`src/rtl/riscv_pipe_pkg.sv`:
```
// Shared RV32I pipeline types: ID/EX payload bundle, skid-stage state
// encoding and ALU control codes.
package riscv_pipe_pkg;

  localparam int RV_DATA_WIDTH       = 32;
  localparam int RV_REG_ADDR_WIDTH   = 5;
  localparam int RV_ALU_CTRL_WIDTH   = 4;
  localparam int RV_RESULT_SRC_WIDTH = 2;

  // ALU control encoding (4 bits so SLT/SRA/SLTU fit alongside the basics)
  localparam logic [RV_ALU_CTRL_WIDTH-1:0] ALU_ADD  = 4'b0000;
  localparam logic [RV_ALU_CTRL_WIDTH-1:0] ALU_SUB  = 4'b0001;
  localparam logic [RV_ALU_CTRL_WIDTH-1:0] ALU_AND  = 4'b0010;
  localparam logic [RV_ALU_CTRL_WIDTH-1:0] ALU_OR   = 4'b0011;
  localparam logic [RV_ALU_CTRL_WIDTH-1:0] ALU_XOR  = 4'b0100;
  localparam logic [RV_ALU_CTRL_WIDTH-1:0] ALU_SLT  = 4'b0101;
  localparam logic [RV_ALU_CTRL_WIDTH-1:0] ALU_SLL  = 4'b0110;
  localparam logic [RV_ALU_CTRL_WIDTH-1:0] ALU_SRL  = 4'b0111;
  localparam logic [RV_ALU_CTRL_WIDTH-1:0] ALU_SRA  = 4'b1000;
  localparam logic [RV_ALU_CTRL_WIDTH-1:0] ALU_SLTU = 4'b1001;

  typedef struct packed {
    logic [RV_DATA_WIDTH-1:0]       rd1;
    logic [RV_DATA_WIDTH-1:0]       rd2;
    logic [RV_DATA_WIDTH-1:0]       pc;
    logic [RV_DATA_WIDTH-1:0]       pc_plus4;
    logic [RV_DATA_WIDTH-1:0]       imm_ext;
    logic [RV_REG_ADDR_WIDTH-1:0]   rd;
    logic [RV_REG_ADDR_WIDTH-1:0]   rs1;
    logic [RV_REG_ADDR_WIDTH-1:0]   rs2;
    logic                           reg_write;
    logic [RV_RESULT_SRC_WIDTH-1:0] result_src;
    logic                           mem_write;
    logic                           jump;
    logic                           branch;
    logic [RV_ALU_CTRL_WIDTH-1:0]   alu_ctrl;
    logic                           alu_src;
  } id_ex_payload_t;

  // Encoding is {main_v, skid_v}; 2'b01 is unreachable.
  typedef enum logic [1:0] {
    EMPTY = 2'b00,
    ONE   = 2'b10,
    FULL  = 2'b11
  } idex_state_e;

  // Kill the architectural side effects of a payload that is not valid.
  function automatic id_ex_payload_t mask_ctrl(input id_ex_payload_t p, input logic v);
    id_ex_payload_t r;
    r           = p;
    r.reg_write = p.reg_write & v;
    r.mem_write = p.mem_write & v;
    r.jump      = p.jump & v;
    r.branch    = p.branch & v;
    return r;
  endfunction

endpackage

```
`src/rtl/pipe_sat_counter.sv`:
```
// Saturating up-counter: sticks at all-ones, cleared only by rst.
module pipe_sat_counter #(
  parameter int W = 16
) (
  input  logic         clk,
  input  logic         rst,
  input  logic         inc_i,
  output logic [W-1:0] cnt_o
);

  logic [W-1:0] cnt_q;
  logic [W-1:0] cnt_d;

  // Next count: increment unless already saturated.
  always_comb begin
    cnt_d = cnt_q;
    if (inc_i && (cnt_q != {W{1'b1}})) begin
      cnt_d = cnt_q + 1'b1;
    end
  end

  // Count register with asynchronous clear.
  always_ff @(posedge clk or posedge rst) begin
    if (rst) begin
      cnt_q <= '0;
    end else begin
      cnt_q <= cnt_d;
    end
  end

  assign cnt_o = cnt_q;

endmodule

```
`src/rtl/id_ex_skid_reg.sv`:
```
// Elastic ID/EX stage with a 2-entry skid buffer. ready_d_o comes straight
// from a flop so decode never sees a combinational path from ready_e_i.
// Optional stall/bubble performance counters: define IDEX_PERF_CNT_EN.
module id_ex_skid_reg
  import riscv_pipe_pkg::*;
#(
  parameter int DATA_WIDTH       = 32,
  parameter int REG_ADDR_WIDTH   = 5,
  parameter int ALU_CTRL_WIDTH   = 4,
  parameter int RESULT_SRC_WIDTH = 2,
  parameter int CNT_WIDTH        = 16
) (
  input  logic           clk,
  input  logic           rst,
  input  logic           flush_i,
  input  logic           valid_d_i,
  output logic           ready_d_o,
  input  id_ex_payload_t payload_d_i,
  output logic           valid_e_o,
  input  logic           ready_e_i,
  output id_ex_payload_t payload_e_o
`ifdef IDEX_PERF_CNT_EN
  ,
  output logic [CNT_WIDTH-1:0] stall_cnt_o,
  output logic [CNT_WIDTH-1:0] bubble_cnt_o
`endif
);

  id_ex_payload_t main_q, main_d;
  id_ex_payload_t skid_q, skid_d;
  logic           main_v_q, main_v_d;
  logic           skid_v_q, skid_v_d;

  idex_state_e    state;
  logic           accept;
  logic           take;

  assign state     = idex_state_e'({main_v_q, skid_v_q});
  assign ready_d_o = ~skid_v_q;
  assign valid_e_o = main_v_q;
  assign accept    = valid_d_i & ready_d_o;
  assign take      = main_v_q & ready_e_i;

  // Next-state and payload steering; flush overrides every handshake event.
  always_comb begin
    main_d   = main_q;
    skid_d   = skid_q;
    main_v_d = main_v_q;
    skid_v_d = skid_v_q;
    if (flush_i) begin
      main_d   = '0;
      skid_d   = '0;
      main_v_d = 1'b0;
      skid_v_d = 1'b0;
    end else begin
      case (state)
        EMPTY: begin
          if (accept) begin
            main_d   = payload_d_i;
            main_v_d = 1'b1;
          end
        end
        ONE: begin
          if (accept && take) begin
            main_d = payload_d_i;
          end else if (accept) begin
            skid_d   = payload_d_i;
            skid_v_d = 1'b1;
          end else if (take) begin
            main_v_d = 1'b0;
          end
        end
        FULL: begin
          // ready_d_o is low here, so only the drain side can move.
          if (take) begin
            main_d   = skid_q;
            skid_v_d = 1'b0;
          end
        end
        default: begin
          // Unreachable skid-only state: recover to EMPTY.
          main_d   = '0;
          skid_d   = '0;
          main_v_d = 1'b0;
          skid_v_d = 1'b0;
        end
      endcase
    end
  end

  // Stage registers with asynchronous clear of flags and payloads.
  always_ff @(posedge clk or posedge rst) begin
    if (rst) begin
      main_q   <= '0;
      skid_q   <= '0;
      main_v_q <= 1'b0;
      skid_v_q <= 1'b0;
    end else begin
      main_q   <= main_d;
      skid_q   <= skid_d;
      main_v_q <= main_v_d;
      skid_v_q <= skid_v_d;
    end
  end

  // Control bits are gated by valid so a stale payload cannot write or branch.
  always_comb begin
    payload_e_o = mask_ctrl(main_q, main_v_q);
  end

`ifdef IDEX_PERF_CNT_EN
  pipe_sat_counter #(.W(CNT_WIDTH)) u_stall_cnt (
    .clk   (clk),
    .rst   (rst),
    .inc_i (main_v_q & ~ready_e_i),
    .cnt_o (stall_cnt_o)
  );

  pipe_sat_counter #(.W(CNT_WIDTH)) u_bubble_cnt (
    .clk   (clk),
    .rst   (rst),
    .inc_i (~main_v_q),
    .cnt_o (bubble_cnt_o)
  );
`endif

  // The payload struct is sized by the package; instance widths must agree.
  a_widths_match : assert property (@(posedge clk)
    (DATA_WIDTH == RV_DATA_WIDTH) && (REG_ADDR_WIDTH == RV_REG_ADDR_WIDTH) &&
    (ALU_CTRL_WIDTH == RV_ALU_CTRL_WIDTH) && (RESULT_SRC_WIDTH == RV_RESULT_SRC_WIDTH) &&
    (CNT_WIDTH > 0));

  // A skid entry can never exist without a main entry ahead of it.
  a_no_skid_only : assert property (@(posedge clk) disable iff (rst)
    !(skid_v_q && !main_v_q));

endmodule

```
`config.mk`:
```
export PLATFORM = sky130hd
export DESIGN_NAME = id_ex_skid_reg
export DESIGN_NICKNAME = d
export VERILOG_FILES = /design/src/rtl/riscv_pipe_pkg.sv /design/src/rtl/pipe_sat_counter.sv /design/src/rtl/id_ex_skid_reg.sv
export SDC_FILE = /design/constraint.sdc
export NUM_CORES = 1
export LEC_CHECK = 0
export BUFFER_PORTS_ARGS = -buffer_cell sky130_fd_sc_hd__buf_2
export CELL_PAD_IN_SITES_DETAIL_PLACEMENT = 2
export CELL_PAD_IN_SITES_GLOBAL_PLACEMENT = 2
export CORE_ASPECT_RATIO = 1.5
export CORE_MARGIN = 4
export CORE_UTILIZATION = 31
export DETAILED_ROUTE_END_ITERATION = 7
export PLACE_DENSITY = 0.82
export SKIP_LAST_GASP = 1
export SYNTH_ARGS = -nofsm -noshare
export SYNTH_HDL_FRONTEND = slang
export SYNTH_HIERARCHICAL = 1
export SYNTH_SLANG_ARGS = --single-unit
export TNS_END_PERCENT = 1
```
`constraint.sdc`:
```
create_clock -name clk -period 11.1 [get_ports clk]
set_input_delay 0.555 -clock clk [delete_from_list [all_inputs] [get_ports clk]]
set_output_delay 0.555 -clock clk [all_outputs]
set_load 0.005 [all_outputs]
```
==> summary.txt <==
Clocking
  – Clock-pin transition on the worst setup and hold timing paths: 60 ps
  – Clock sinks: around 370
  – Quantity of hold-fixing buffers added after cts: 0
  – Buffer levels on the longest clock path: 3
  – Insertion delay of the later-clocked pin in the worst-skew pair: roughly 570 ps
  – Total number of H-tree levels: 2
  – Total setup buffers inserted after CTS: 0
  – Total of cells resized after clock tree synthesis: 0
  – Root buf cell: sky130_fd_sc_hd__clkbuf_16
  – Clock tree from TritonCTS: yes
  – Inserted Clock Buffers: 41

Outcome
  – Result of the run: completed

Pwr
  – Leakage power total: between 9 and 10 nW
  – Post-layout total power: 5.39 mW
  – Net switching power figure: 2.22 mW
  – Power density relative to cell area: approximately 250 nW/µm²
  – Power share of the combinational group: 0.384
  – Clk pwr share: 0.257
  – Peak supply drop: between 150 and 200 µV
  – Sequential share of power: 0.359
  – Switching part of the total: 0.411
  – Internal power contribution: 3.17 mW

Setup path
  – Cells along the critical path: inv_6 > ha_4 > buf_4 > a21boi_4 > buf_4 > o21ai_0 > a21oi_1
  – Cell with the most instances on the worst path: sky130_fd_sc_hd__buf_4
  – Endpoint of the lowest-slack register-to-register path: skid_q[32]
  – Classification of the worst setup path: register to register
  – Largest driver fanout on the critical path: 96
  – CP required: between 10000 and 15000 ps
  – Slowest cell on the critical path: sky130_fd_sc_hd__ha_4
  – Internal reg-to-reg setup slack: about 6600 ps
  – Data arrival time at the worst-slack endpoint: 4970 ps
  – Startpoint of the worst-slack reg-to-reg timing path: skid_v_q
  – Cell class contributing the biggest share of worst-path delay: buffers and inverters
  – Crit path from: skid_v_q
  – Cell depth of the worst flop-to-flop path: 7
  – Kind of start point of the critical path: register
  – Element type at the critical path end: register
  – Worst Path Buf+Inv: 3
  – Largest stage delay on the critical path: 870 ps

GRT
  – Pin count of the biggest net entering global routing: 136
  – Initial antenna violation count: 24
  – Congestion Overflow GR: 0
  – Number of global-route vias before repair: between 15000 and 20000
  – Wire length of the first global-routing pass: about 110000 µm
  – Overall track demand over capacity in global routing: 0.201

Place
  – Number of I/O port buffers: approximately 380
  – Post-detail-place hpwl: approximately 43000 µm
  – Last weighted congestion value of the routability-driven placer: 0.754

Layout
  – Commonest cells after routing, fill and taps aside: 377 x sky130_fd_sc_hd__buf_2, 374 x sky130_fd_sc_hd__dfrtp_1, 189 x sky130_fd_sc_hd__o21ai_0
  – Final core utilization: 0.350
  – Filler Cells Inserted: 6599
  – Synth-to-layout area growth: 12.1%
  – Nets@finish: between 2000 and 2500
  – Most common cell after layout, fill and taps aside: sky130_fd_sc_hd__buf_2
  – Register area: 9360 µm²
  – Area of the multi-input gates: 7500 µm²
  – Share of post-route cells with drive strength above 1: 0.265

Route
  – Drt wl/cell: 24.5 µm
  – Final ANT Viol Nets: 0
  – Count of routing violations after the opening detailed-route iteration: 834
  – Total iterations of the first detailed-routing run: 5
  – DRC violations left: 0
  – Total detailed-routing wirelength: 68800 µm
  – Detailed-route via count: 15855
  – Vias per cell: 5.64

Floorplan
  – Horizontal extent of the die: 210 µm
  – Die height: between 300 and 400 µm
  – Boundary pin count: about 380
  – Number of standard-cell rows in the floorplan: 111
  – Placeable core region: 61000 µm²
  – Die outline area: 65500 µm²
  – Starting density of the core: 0.312

STA
  – Worst slew slack as a fraction of its limit: 0.258
  – Worst clock skew: 11.7 ps
  – Setup violators final: 0
  – Final Hold Fails: 0
  – Period Utilization, post-route: 0.406
  – Fmax: 0.222 GHz
  – Setup repair after global routing missed its margin: false
  – Summed negative setup slack over all endpoints: 0 ps
  – Minimum clock period after layout: between 4000 and 5000 ps
  – Least-Margin Pin Slew: 1110 ps
  – Final Max Tran Viols: 0

Logic synthesis
  – Synth Warn #: 6
  – Number of instances in the synthesized netlist: ~1900
  – Largest cells by area after synthesis: sky130_fd_sc_hd__dfrtp_1 49%, sky130_fd_sc_hd__mux2_1 7.8%, sky130_fd_sc_hd__buf_4 7.7%
  – Unique masters post-synth: 30
  – Cell Area, Synth: 19000 µm²
  – Top-area cell type share of the netlist area: 0.492
  – Net count after synthesis: 2106
  – Synthesized area per cell: 9.96 µm²
  – Register area share after synthesis: 0.492
  – Synth Register Bits: approximately 370
  – Yosys top cell by area: sky130_fd_sc_hd__dfrtp_1

Job
  – Maximum capacitance violations: 0

Min path
  – Hold crit path type: primary input to async pin
==> logic make-up after synthesis <==
kind of cell | synth area share
compound gates | 0.174
fa+ha+maj | 0.00263
simple gates | 0.103
mux | 0.111
buf+inv | 0.118
flops | 0.492
==> sequential cells by signal, indices dropped and copies added, names as in the netlist <==
name,count
main_q,4
payload_e_o,182
skid_q,186
skid_v_q,1
valid_e_o,1
==> Yosys cell counts <==
library cell               number
sky130_fd_sc_hd__nor4b_1        1
sky130_fd_sc_hd__buf_2         12
sky130_fd_sc_hd__mux2_1       132
sky130_fd_sc_hd__inv_1          3
sky130_fd_sc_hd__clkbuf_1     167
sky130_fd_sc_hd__a211oi_1       1
sky130_fd_sc_hd__clkinv_1       1
sky130_fd_sc_hd__a31oi_1        1
sky130_fd_sc_hd__mux2i_1        1
sky130_fd_sc_hd__nor2b_1        3
sky130_fd_sc_hd__dfrtp_1      374
sky130_fd_sc_hd__and2_1         5
sky130_fd_sc_hd__o21ai_0      189
sky130_fd_sc_hd__nor2_1       186
sky130_fd_sc_hd__nand4_1      186
sky130_fd_sc_hd__nor3b_1        1
sky130_fd_sc_hd__nor3_1         1
sky130_fd_sc_hd__ha_1           4
sky130_fd_sc_hd__a21oi_1      187
sky130_fd_sc_hd__a221oi_2       1
sky130_fd_sc_hd__or2_2          1
sky130_fd_sc_hd__o21ai_1        1
sky130_fd_sc_hd__nand2b_1       1
sky130_fd_sc_hd__buf_6          4
sky130_fd_sc_hd__buf_1         10
sky130_fd_sc_hd__buf_4        194
sky130_fd_sc_hd__nand2_1        4
sky130_fd_sc_hd__a21boi_1       1
sky130_fd_sc_hd__a22oi_1      185
sky130_fd_sc_hd__mux2_2        54
==> layout make-up <==
cell class	count	share of cell area
clock inverters	13	0.00575
repair buffers	403	0.0978
flip-flops and latches	374	0.439
clock buffers	58	0.0553
inverters	4	0.00153
diodes	21	0.00246
well taps	791	0.0464
multi-input cells	1146	0.352
==> metrics by stage <==
stage	hold WS (ps)	instances	cell area [µm²]	setup WS, ps
after floorplan	450	1911	19000	158
after global placement	463	2718	20000	6820
after detailed placement	469	2718	20000	6670
after CTS	207	2789	21300	6640
after global routing	231	2806	21300	6310
final	220	2810	21300	6600
==> power groups by stage <==
stage	clock network (mW)	logic (mW)	registers, mW
after floorplan	0	1.65	1.86
final	1.38	2.07	1.94
after global placement	0	2.00	1.93
after detailed placement	0	2.09	1.96
after global routing	1.49	2.25	1.98
after CTS	1.43	2.10	1.94
==> metal layers <==
layer  up-vias  track usage  routed length, µm
met5         -            0                 43
met4         6       0.0898               2860
met3       136       0.0405               3470
met2       460        0.351              35400
met1      8372        0.238              27000
li1       6881            -                  -
==> worst max path at each step <==
stage / cells past startpoint / endpoint / slack [ps]
final: 7 / skid_q[32] / 6600
after global routing: 7 / skid_q[32] / 6310
after CTS: 7 / skid_q[106] / 6640
after detailed placement: 7 / skid_q[52] / 6670
after global placement: 7 / skid_q[4] / 6820
after floorplan: 1 / main_q[10] / 160
Power figures use the tool's default switching activity.
